`config.mk`:
```
export PLATFORM = sky130hd
export DESIGN_NAME = pic_interrupt_sequencer
export DESIGN_NICKNAME = d
export VERILOG_FILES = /design/src/rtl/pic_pkg.sv /design/src/rtl/pic_priority_resolver.sv /design/src/rtl/pic_interrupt_sequencer.sv
export SDC_FILE = /design/constraint.sdc
export NUM_CORES = 1
export LEC_CHECK = 0
export CAP_MARGIN = 20
export CELL_PAD_IN_SITES_DETAIL_PLACEMENT = 1
export CELL_PAD_IN_SITES_GLOBAL_PLACEMENT = 1
export CORE_MARGIN = 5
export CORE_UTILIZATION = 23
export DETAILED_ROUTE_END_ITERATION = 7
export PLACE_DENSITY_LB_ADDON = 0.1
export SLEW_MARGIN = 20
export SYNTH_ARGS = -nofsm -noshare
export SYNTH_HDL_FRONTEND = slang
export SYNTH_HIERARCHICAL = 1
export SYNTH_SLANG_ARGS = --single-unit
```
`constraint.sdc`:
```
create_clock -name clk -period 7.5 [get_ports clk]
set_input_delay 1.125 -clock clk [delete_from_list [all_inputs] [get_ports clk]]
set_output_delay 1.125 -clock clk [all_outputs]
set_load 0.1 [all_outputs]
```
`src/rtl/pic_pkg.sv`:
```
// Shared types and constants for the 8259 interrupt sequencer.
package pic_pkg;

    typedef enum logic [1:0] {
        IDLE = 2'd0,
        REQ  = 2'd1,
        ACK1 = 2'd2
    } state_t;

    localparam logic [2:0] ROT_AEOI_CLR = 3'b000;
    localparam logic [2:0] EOI_NS       = 3'b001;
    localparam logic [2:0] NOP          = 3'b010;
    localparam logic [2:0] EOI_SP       = 3'b011;
    localparam logic [2:0] ROT_AEOI_SET = 3'b100;
    localparam logic [2:0] ROT_NS       = 3'b101;
    localparam logic [2:0] SET_PRI      = 3'b110;
    localparam logic [2:0] ROT_SP       = 3'b111;

    localparam logic [2:0] SPUR_LVL = 3'd7;

    // Rank 0 is the highest priority: the level just after the lowest-priority one.
    function automatic logic [2:0] pri_rank(input logic [2:0] lvl, input logic [2:0] lp);
        return lvl - lp - 3'd1;
    endfunction

endpackage

```
`src/rtl/pic_priority_resolver.sv`:
```
// Finds the highest-priority set bit, scanning upward from (lp+1) mod 8 with wrap.
module pic_priority_resolver
    import pic_pkg::*;
(
    input  logic [7:0] i_bits,
    input  logic [2:0] i_lp,
    output logic       o_found,
    output logic [2:0] o_level
);

    always_comb begin
        logic [2:0] idx;
        o_found = 1'b0;
        o_level = 3'd0;
        idx     = 3'd0;
        // Scan lowest priority first so the highest-priority hit is written last.
        for (int i = 7; i >= 0; i--) begin
            idx = i_lp + 3'(i + 1);
            if (i_bits[idx]) begin
                o_found = 1'b1;
                o_level = idx;
            end
        end
    end

endmodule

```
`src/rtl/pic_interrupt_sequencer.sv`:
```
// 8259 IRR/ISR ownership, priority arbitration, INTA sequencing and OCW2 execution.
module pic_interrupt_sequencer
    import pic_pkg::*;
#(
    parameter int NUM_IR = 8
) (
    input  logic              clk,
    input  logic              rst,
    input  logic [NUM_IR-1:0] ir_req,
    input  logic [NUM_IR-1:0] mask,
    input  logic [4:0]        vector_base,
    input  logic              aeoi,
    input  logic              ocw2_wr,
    input  logic [2:0]        ocw2_cmd,
    input  logic [2:0]        ocw2_lvl,
    input  logic              inta_pulse,
    output logic              int_out,
    output logic [7:0]        vec_out,
    output logic              vec_oe,
    output logic [NUM_IR-1:0] irr,
    output logic [NUM_IR-1:0] isr
);

    state_t            r_state;
    logic              r_int;
    logic [7:0]        r_vec;
    logic              r_vec_oe;
    logic [2:0]        r_grant;
    logic              r_spur;
    logic [NUM_IR-1:0] r_irr;
    logic [NUM_IR-1:0] r_isr;
    logic [2:0]        r_lp;
    logic              r_rot_aeoi;

    state_t            w_state_n;
    logic              w_int_n;
    logic [7:0]        w_vec_n;
    logic              w_vec_oe_n;
    logic [2:0]        w_grant_n;
    logic              w_spur_n;
    logic [NUM_IR-1:0] w_irr_n;
    logic [NUM_IR-1:0] w_irr_clr;
    logic [NUM_IR-1:0] w_isr_n;
    logic [2:0]        w_lp_n;

    logic [NUM_IR-1:0] w_eoi_clr;
    logic [NUM_IR-1:0] w_isr_eoi;
    logic [2:0]        w_lp_ocw;
    logic              w_rot_ocw;

    logic              w_cand_found;
    logic [2:0]        w_cand_lvl;
    logic              w_hi_found;
    logic [2:0]        w_hi_lvl;
    logic              w_elig;

    // Fully nested: a candidate must strictly outrank every bit still in service.
    function automatic logic outranks_isr(input logic [7:0] isr_bits,
                                          input logic [2:0] lvl,
                                          input logic [2:0] lp);
        logic ok;
        ok = 1'b1;
        for (int i = 0; i < 8; i++) begin
            if (isr_bits[i] && (pri_rank(3'(i), lp) <= pri_rank(lvl, lp)))
                ok = 1'b0;
        end
        return ok;
    endfunction

    pic_priority_resolver u_irr_res (
        .i_bits  (r_irr & ~mask),
        .i_lp    (r_lp),
        .o_found (w_cand_found),
        .o_level (w_cand_lvl)
    );

    pic_priority_resolver u_isr_res (
        .i_bits  (r_isr),
        .i_lp    (r_lp),
        .o_found (w_hi_found),
        .o_level (w_hi_lvl)
    );

    always_comb begin
        w_eoi_clr = '0;
        w_lp_ocw  = r_lp;
        w_rot_ocw = r_rot_aeoi;
        if (ocw2_wr) begin
            case (ocw2_cmd)
                EOI_NS: if (w_hi_found) w_eoi_clr[w_hi_lvl] = 1'b1;
                EOI_SP: w_eoi_clr[ocw2_lvl] = 1'b1;
                ROT_NS: begin
                    if (w_hi_found) begin
                        w_eoi_clr[w_hi_lvl] = 1'b1;
                        w_lp_ocw            = w_hi_lvl;
                    end
                end
                ROT_SP: begin
                    w_eoi_clr[ocw2_lvl] = 1'b1;
                    w_lp_ocw            = ocw2_lvl;
                end
                SET_PRI:      w_lp_ocw  = ocw2_lvl;
                ROT_AEOI_SET: w_rot_ocw = 1'b1;
                ROT_AEOI_CLR: w_rot_ocw = 1'b0;
                default: ;
            endcase
        end
    end

    // EOI applies before any INTA action in the same cycle.
    assign w_isr_eoi = r_isr & ~w_eoi_clr;
    assign w_elig    = w_cand_found && outranks_isr(w_isr_eoi, w_cand_lvl, r_lp);

    always_comb begin
        w_state_n  = r_state;
        w_int_n    = r_int;
        w_vec_n    = r_vec;
        w_vec_oe_n = 1'b0;
        w_grant_n  = r_grant;
        w_spur_n   = r_spur;
        w_isr_n    = w_isr_eoi;
        w_irr_clr  = '0;
        w_lp_n     = w_lp_ocw;
        case (r_state)
            IDLE: begin
                if (w_elig) begin
                    w_state_n = REQ;
                    w_int_n   = 1'b1;
                end
            end
            REQ: begin
                if (inta_pulse) begin
                    w_state_n = ACK1;
                    w_int_n   = 1'b0;
                    if (w_elig) begin
                        w_grant_n             = w_cand_lvl;
                        w_spur_n              = 1'b0;
                        w_isr_n[w_cand_lvl]   = 1'b1;
                        w_irr_clr[w_cand_lvl] = 1'b1;
                    end else begin
                        w_grant_n = SPUR_LVL;
                        w_spur_n  = 1'b1;
                    end
                end
            end
            ACK1: begin
                if (inta_pulse) begin
                    w_state_n  = IDLE;
                    w_vec_n    = {vector_base, r_grant};
                    w_vec_oe_n = 1'b1;
                    if (aeoi && !r_spur) begin
                        w_isr_n[r_grant] = 1'b0;
                        if (r_rot_aeoi) w_lp_n = r_grant;
                    end
                end
            end
            default: w_state_n = IDLE;
        endcase
        w_irr_n = ir_req & ~w_irr_clr;
    end

    always_ff @(posedge clk or posedge rst) begin
        if (rst) begin
            r_state    <= IDLE;
            r_int      <= 1'b0;
            r_vec      <= 8'h00;
            r_vec_oe   <= 1'b0;
            r_grant    <= 3'd0;
            r_spur     <= 1'b0;
            r_irr      <= '0;
            r_isr      <= '0;
            r_lp       <= 3'd7;
            r_rot_aeoi <= 1'b0;
        end else begin
            r_state    <= w_state_n;
            r_int      <= w_int_n;
            r_vec      <= w_vec_n;
            r_vec_oe   <= w_vec_oe_n;
            r_grant    <= w_grant_n;
            r_spur     <= w_spur_n;
            r_irr      <= w_irr_n;
            r_isr      <= w_isr_n;
            r_lp       <= w_lp_n;
            r_rot_aeoi <= w_rot_ocw;
        end
    end

    assign int_out = r_int;
    assign vec_out = r_vec;
    assign vec_oe  = r_vec_oe;
    assign irr     = r_irr;
    assign isr     = r_isr;

endmodule

```
==> results.toml, run 1 <==
[status]
status = "finished, final reports clean"

[grt]
antenna_found_initial = 0
grtUsageTotal_pct = 13.3
grt_overflow = 0
grt_max_degree = 37
grt_pass1_vias = 3665
grt_pass1_wl_um = 20900

[drt]
via_per_inst = 5.05
wl_met3_um = 239
wl_met1_um = 6110
routed_wl_um = 13200
highest_layer = "met4"
routedWlPerCell_um = 18.8
route.met2.wl_um = 6650
vias = 3531
drt.antenna.violating_nets = 0
dr.pass1.iters = 4
drc = 0
drt_iter0_markers = 107

[worst_hold_path]
min_path_type = "flip-flop to flip-flop"
hold_end = "r_spur"
worstHoldStart = "r_spur"
hold_path_depth = 2

[die]
io_pins = 58
die_y_um = 139
core_area_um2 = 16500
core.rowCount = 47
design.die.area_um2 = 19400
die_x_um = 139
start_util_pct = 23.3

[cells_and_area]
nNetsFinal = 526
postLayoutCellArea_um2 = 4760
synthToLayoutAreaGrowth_pct = 24.1
drive_above_1_share_pct = 13.6
diodes = 0
fillers = 1926

[timing]
period_needed_ns = 6.23
tns_ns = 0
final_max_slew_viol_count = 0
final-setup-viol-count = 0
max_freq_ghz = 0.160
relSlewSlack_pct = 33.5
worst_hold_slack_ns = 0.489
final-hold-violation-count = 0
rsz0062_at_grt = "false"
skew_ns = 0.00643
fin_crit_sh_pct = 83.1
tightest_slew_ns = 0.994

[placed_design]
dpl_cell_area_um2 = 4600
port_buffers = 57
place_congestion = 0.791
dpl.hpwl_um = 10400

[logic_synthesis]
seq_area_frac_synth_pct = 23.6
avgSynthCellArea_um2 = 8.97
synth_cells = 428
yosys_warnings = 6
ys_types = 66
synthesis.area_um2 = 3840
syn_nets = 476
synthArstFlopShare_pct = 100
ys_ff_latch = 36
synth-edff-count = 0
synth_flop_cell = "dfrtp_1"

[critical_path]
crit_required_ns = 7.72
critPathCaptureType = "flip-flop"
arrival_ns = 6.45
start_kind = "primary input"
r2r_slack_ns = 1.28
r2r-end = "isr[7]"
critPathKind = "primary input to flip-flop"
reg2reg_depth = 18
cp_max_fo = 21
rr_startpoint = "r_lp[0]"

[clock_network]
clock_sinks = 36
cts_resized = 0
ctsLongestPathBuffers = 2
cts_root_buf = "clkbuf_16"
clock_latency_ns = 0.29
cts_tree = "yes"
cts_buffers = 5
clkTransAtPathRegs_ns = 0.06
holdBufCountCts = 0
cts_setup_buffers = 0
htreeDepth = 2

[job]
drv_cap = 0
## cell usage in the layout, fill, tap and decap left out, types with 6 or more instances in the layout
master	synthesis	layout
ha_1	15	15
mux2_2	17	17
o211ai_1	6	6
nor2_1	27	27
a21oi_1	21	21
nor2b_1	13	13
nand3_1	9	9
mux4_2	14	14
nand2b_1	7	7
mux2i_1	13	13
o31ai_1	6	6
o21ai_0	31	31
nand2_1	28	28
a22oi_1	6	6
buf_4	2	7
a41o_1	8	8
dfrtp_1	33	33
a211oi_1	7	7
a31oi_1	15	15
and3_1	6	6
xor2_1	8	8
nor3_1	11	11
clkdlybuf4s50_1	0	57
inv_1	30	30
## critical path: stages
cell and delay (ns):
clkdlybuf4s50_1 0.46, nor2b_1 0.08, mux4_2 0.55, mux2_2 0.30, a221oi_1 0.31, o211ai_1 0.13
nand3_1 0.34, clkinv_1 0.39, fa_1 0.67, ha_1 0.34, nor2b_1 0.13, a2bb2oi_1 0.30
o21ai_0 0.15, a221oi_1 0.26, o22ai_1 0.26, nor3_2 0.16, buf_4 0.27, a41o_1 0.21
## how the worst max path moves through the flow
stage	end	cells after the start	start
2_1_floorplan	int_out	20	r_lp[1]
4_1_cts	irr[0]	18	r_lp[0]
3_5_place_dp	irr[0]	18	mask[4]
6_report	isr[7]	18	mask[4]
3_3_place_gp	isr[7]	18	mask[5]
5_1_grt	irr[0]	18	r_lp[0]
## sequential cells by signal (all words and copies together) (netlist names)
name / flops
int_out: 1
r_state: 2
r_grant: 3
irr: 8
vec_out: 8
r_lp: 3
r_spur: 1
vec_oe: 1
isr: 8
r_rot_aeoi: 1
## final cells by class
type	instances	area [um^2]	share of cell area [%]
clock buffer	5	125	2.63
clock inverter	3	42.5	0.893
inverter	31	116	2.44
multi-input combinational	340	2680	56.2
sequential	36	905	19.0
tap	220	275	5.78
timing repair buffer	64	623	13.1
## Yosys cell counts, types with 4 or more instances
library cell,count,share of area [%]
nor4_1,5,0.82
nand2_1,28,2.7
a211oi_1,7,1.4
xor2_1,8,1.8
nand2b_1,7,1.1
o31ai_1,6,1.2
a22oi_1,6,1.2
clkbuf_1,6,0.59
buf_6,6,1.8
o211ai_1,6,1.2
mux2_2,17,5.0
mux4_2,14,8.2
nor2b_1,13,2.1
a21boi_0,4,0.78
nand3_1,9,1.2
dfrtp_1,33,22
inv_1,30,2.9
a21oi_1,21,2.7
a41o_1,8,2.1
nor3b_1,5,0.98
mux4_1,4,2.7
buf_2,7,0.91
o21ai_0,31,4.0
ha_1,15,4.9
mux2i_1,13,3.4
a221oi_1,5,1.1
nor3_1,11,1.4
nor2_1,27,2.6
and3_1,6,0.98
a31oi_1,15,2.4
## through the flow
step	utilization (%)	cells	worst slack (ns)
floorplan	-	428	1.78
global placement	27.9	691	1.09
detailed placement	27.9	691	0.969
CTS	28.9	699	1.25
global route	28.9	699	0.782
finish	28.9	699	1.27
## cell families (layout without fill, tap and decap cells)
| kind of cell | Yosys count | count (layout) | synth area share [%] |
|---|---|---|---|
| muxes | 50 | 50 | 20.1 |
| AOI/OAI and AO/OA | 129 | 129 | 22.7 |
| and+or+nand+nor | 134 | 134 | 19.0 |
| xor gates and xnor gates | 11 | 11 | 2.51 |
| buffers and inverters | 52 | 103 | 6.68 |
| adders and majority gates | 16 | 16 | 5.41 |
| DFF | 36 | 36 | 23.6 |
## layer usage
| layer | global-route usage, % | vias to the layer above |
|---|---|---|
| li1 | - | 1725 |
| met1 | 17.2 | 1761 |
| met2 | 23.7 | 35 |
| met3 | 1.48 | 10 |
| met4 | 3.35 | 0 |
| met5 | 0 | - |
Power of run 1 is not shown: default switching activity piles up to over one toggle a cycle in this logic, so the estimate is an artifact.
==> run 2: changes to the inputs <==
==> constraint.sdc (replaced) <==
create_clock -name clk -period 5.55 [get_ports clk]
set_input_delay 0.8325 -clock clk [delete_from_list [all_inputs] [get_ports clk]]
set_output_delay 0.8325 -clock clk [all_outputs]
set_load 0.1 [all_outputs]
==> results.toml, run 2 (synthesis results as in run 1) <==
[clock_network]
cts_root_buf = "clkbuf_16"
ctsLongestPathBuffers = 2
clock_latency_ns = 0.28
htreeDepth = 2
holdBufCountCts = 0
cts_tree = "yes"
clock_sinks = 36
clkTransAtPathRegs_ns = 0.05
cts_buffers = 5

[grt]
grtUsageTotal_pct = 13.8
grt_max_degree = 37
grt_pass1_wl_um = 21900
grt_overflow = 0
antenna_found_initial = 0
grt_pass1_vias = 4002

[timing]
relSlewSlack_pct = 33.7
final-setup-viol-count = 0
tns_ns = 0
tightest_slew_ns = 0.992
max_freq_ghz = 0.189
skew_ns = 0.00444
final_max_slew_viol_count = 0
fin_crit_sh_pct = 95.4
rsz0062_at_grt = "false"
period_needed_ns = 5.29
final-hold-violation-count = 0

[cells_and_area]
ff_latch_area_um2 = 905
multi_input_area_um2 = 2700
postLayoutCellArea_um2 = 5000
drive_above_1_share_pct = 19.1
fin_util_pct = 30.4
final_cells = 729
nNetsFinal = 556
final_common_cell = "clkdlybuf4s50_1"
diodes = 0
layout.cells.most_common_list = "57 x clkdlybuf4s50_1, 35 x buf_4, 33 x dfrtp_1"
fillers = 1936
synthToLayoutAreaGrowth_pct = 30.3

[placed_design]
dpl_cell_area_um2 = 4820
dpl.cell_count = 721
port_buffers = 57
place_congestion = 0.823
dpl.hpwl_um = 10700

[status]
status = "finished, final reports clean"

[drt]
vias = 3633
drt.antenna.violating_nets = 0
highest_layer = "met4"
drc = 0
routedWlPerCell_um = 18.2
via_per_inst = 4.98
dr.pass1.iters = 4
wl_met3_um = 246
drt_iter0_markers = 139
route.met2.wl_um = 6680
wl_met1_um = 6220
routed_wl_um = 13200

[die]
io_pins = 58
die_y_um = 139
core.rowCount = 47
start_util_pct = 23.3
core_area_um2 = 16500
design.die.area_um2 = 19400
die_x_um = 139

[critical_path]
start_kind = "primary input"
cp_max_fo = 5
crit_required_ns = 5.75
critPathCaptureType = "flip-flop"
critPathKind = "primary input to flip-flop"
arrival_ns = 5.49

[worst_hold_path]
min_path_type = "flip-flop to flip-flop"

[job]
drv_cap = 0
==> run 2: stage by stage <==
stage	setup WS, ns	hold slack (ns)
floorplan	0.0171	0.450
global placement	-0.00535	0.473
detailed placement	-0.0463	0.491
CTS	0.161	0.508
global route	0.00370	0.530
finish	0.256	0.495
==> run 2: critical path: stages <==
cell,delay (ns)
clkdlybuf4s50_1,0.46
nor2b_1,0.07
mux4_2,0.52
mux2_2,0.30
buf_4,0.15
a211oi_1,0.38
o211ai_1,0.17
nand3_1,0.18
clkinv_2,0.09
fa_1,0.48
buf_4,0.17
ha_1,0.29
nor2_1,0.10
o22a_1,0.17
a21oi_1,0.07
o21ai_1,0.12
nand4_2,0.24
or4_1,0.59
o211ai_2,0.09
==> run 2: final timing paths <==
kind                          from    endpoint  slack [ns]  depth (start not counted)
max in group asynchronous      rst     r_lp[2]        4.20                          3
max reg2reg                r_lp[0]     int_out        0.36                         18
min reg2reg                 r_spur      r_spur        0.50                          2
min in group asynchronous      rst  vec_out[3]        0.98                          3
max                        mask[0]     int_out        0.26                         19
min                         r_spur      r_spur        0.50                          2
==> run 2: metal layers <==
metal  track usage, %  vias to the layer above
li1                 -                     1779
met1             18.3                     1809
met2             24.4                       39
met3             1.31                        6
met4             2.68                        0
met5                0                        -
==> run 2: final cells by class <==
cell class / instances / area share (%)
clock buffer: 8 / 2.93
inverter: 31 / 2.35
multi-input combinational: 340 / 54.0
sequential: 36 / 18.1
tap: 220 / 5.50
timing repair buffer: 94 / 17.1
==> run 2: timing repair <==
action                     4_1_cts  5_1_grt
gates resized for setup          0        6
setup endpoints to repair        0       23
setup buffers                    0        0
Power of run 2 is left out for the same reason.
==> run 3: changes to the inputs <==
--- a/config.mk
+++ b/config.mk
@@ -10,6 +10,7 @@
 export CELL_PAD_IN_SITES_GLOBAL_PLACEMENT = 1
 export CORE_MARGIN = 5
 export CORE_UTILIZATION = 23
+export CTS_CLUSTER_DIAMETER = 40
 export DETAILED_ROUTE_END_ITERATION = 7
 export PLACE_DENSITY_LB_ADDON = 0.1
 export SLEW_MARGIN = 20
==> constraint.sdc (replaced) <==
create_clock -name clk -period 5.55 [get_ports clk]
set_input_delay 0.555 -clock clk [delete_from_list [all_inputs] [get_ports clk]]
set_output_delay 0.555 -clock clk [all_outputs]
set_load 0.1 [all_outputs]
==> results.toml, run 3 (synthesis results as in run 1) <==
[status]
status = "finished, final reports clean"

[die]
die_y_um = 139
die_x_um = 139
design.die.area_um2 = 19400
io_pins = 58
core_area_um2 = 16500
start_util_pct = 23.3
core.rowCount = 47

[critical_path]
start_kind = "flip-flop"
critPathKind = "flip-flop to flip-flop"
critPathCaptureType = "flip-flop"
arrival_ns = 5.39
crit_slowest_cell = "mux4_2"
crit_required_ns = 5.76
reg2reg_depth = 18
rr_startpoint = "r_lp[0]"
r2r_slack_ns = 0.37
cp_max_fo = 8
critical_path.cell_chain = "inv_1, ha_4, mux4_2, mux2_4, or3_1, o311ai_1, a31oi_1, ha_1, inv_1, fa_1, ha_1, nor2b_1, a2bb2oi_2, o21ai_0, a221oi_2, o22ai_2, or4_1, o211ai_2"
max_stage_delay_ns = 0.58
r2r-end = "int_out"

[worst_hold_path]
hold_path_depth = 2
min_path_type = "flip-flop to flip-flop"
worstHoldStart = "r_spur"
hold_end = "r_spur"

[timing]
skew_ns = 0.00495
fin_crit_sh_pct = 93.4
final-setup-viol-count = 0
max_freq_ghz = 0.193
final_max_slew_viol_count = 0
relSlewSlack_pct = 32.5
tns_ns = 0
tightest_slew_ns = 1.01
rsz0062_at_grt = "false"
fin_ws_ns = 0.365
final-hold-violation-count = 0
period_needed_ns = 5.18

[placed_design]
dp_slack_ns = 0.128
place_congestion = 0.821
port_buffers = 57
dpl.hpwl_um = 10500

[cells_and_area]
synthToLayoutAreaGrowth_pct = 28.3
fin_util_pct = 29.9
diodes = 0
drive_above_1_share_pct = 17.5
nNetsFinal = 544
final_common_cell = "clkdlybuf4s50_1"
layout.cells.most_common_list = "57 x clkdlybuf4s50_1, 33 x dfrtp_1, 31 x o21ai_0"

[grt]
grt_pass1_wl_um = 21800
use_met3_pct = 1.59
use_met1_pct = 18.1
grt_overflow = 0
grt_pass1_vias = 3857
grt_use_met2_pct = 24.4
grtUsageTotal_pct = 13.8
grt_max_degree = 37
antenna_found_initial = 0
busiest_layer = "met2"

[drt]
vias = 3674
dr.pass1.iters = 4
routed_wl_um = 13300
via_per_inst = 5.12
drt_iter0_markers = 93
routedWlPerCell_um = 18.5
drt.antenna.violating_nets = 0
drc = 0

[clock_network]
cts_buffers = 5
ctsLongestPathBuffers = 2
cts_root_buf = "clkbuf_16"
cts_tree = "yes"
clock_sinks = 36
htreeDepth = 2
clkTransAtPathRegs_ns = 0.06
clock_latency_ns = 0.28

[job]
drv_cap = 0
run 3: cell types whose count changed in the layout (fill, tap and decap cells not counted), sizes merged:
cell and delta:
buf -12
run 3: through the flow:
step / hold slack (ns) / area [um^2] / std cells
after floorplan: 0.450 / 3840 / 428
after global placement: 0.468 / 4720 / 707
after detailed placement: 0.473 / 4720 / 707
after CTS: 0.485 / 4870 / 715
after global routing: 0.527 / 4920 / 717
final: 0.482 / 4920 / 717
run 3: layout make-up:
cell class / instances / area, um^2
Inverter: 31 / 118
Tap cell: 220 / 275
Timing Repair Buffer: 82 / 762
Sequential cell: 36 / 905
Clock buffer: 8 / 156
Fill cell: 1952 / 11500
Multi-Input combinational cell: 340 / 2710
run 3: layer usage:
metal / up-vias / part of all wire [%]
met5: - / 0
met1: 1856 / 46
met3: 13 / 2.2
li1: 1759 / -
met2: 46 / 50
met4: 0 / 1.2
run 3: how the worst max path moves through the flow:
stage | from | to | slack, ns
5_1_grt | r_lp[1] | int_out | 0.001
3_5_place_dp | r_lp[1] | int_out | 0.13
2_1_floorplan | r_lp[0] | int_out | 0.02
4_1_cts | r_lp[1] | int_out | 0.08
6_report | r_lp[0] | int_out | 0.37
3_3_place_gp | r_lp[1] | int_out | 0.20
run 3: critical path, delay by kind of cell (launching register included):
family | cells | cell delay [ns]
AO/OA/AOI/OAI | 7 | 1.22
multiplexers | 2 | 0.92
flip-flops | 1 | 0.54
buffers and inverters | 2 | 0.13
adder cells (fa/ha/maj) | 4 | 1.29
AND/OR/NAND/NOR | 3 | 1.02
run 3: repair_timing:
action | CTS | global route
setup buffers | 0 | 2
hold buffers | 0 | 0
endpoints found under the setup margin | 0 | 23
gates resized for setup | 0 | 6
Power of run 3 is left out for the same reason.
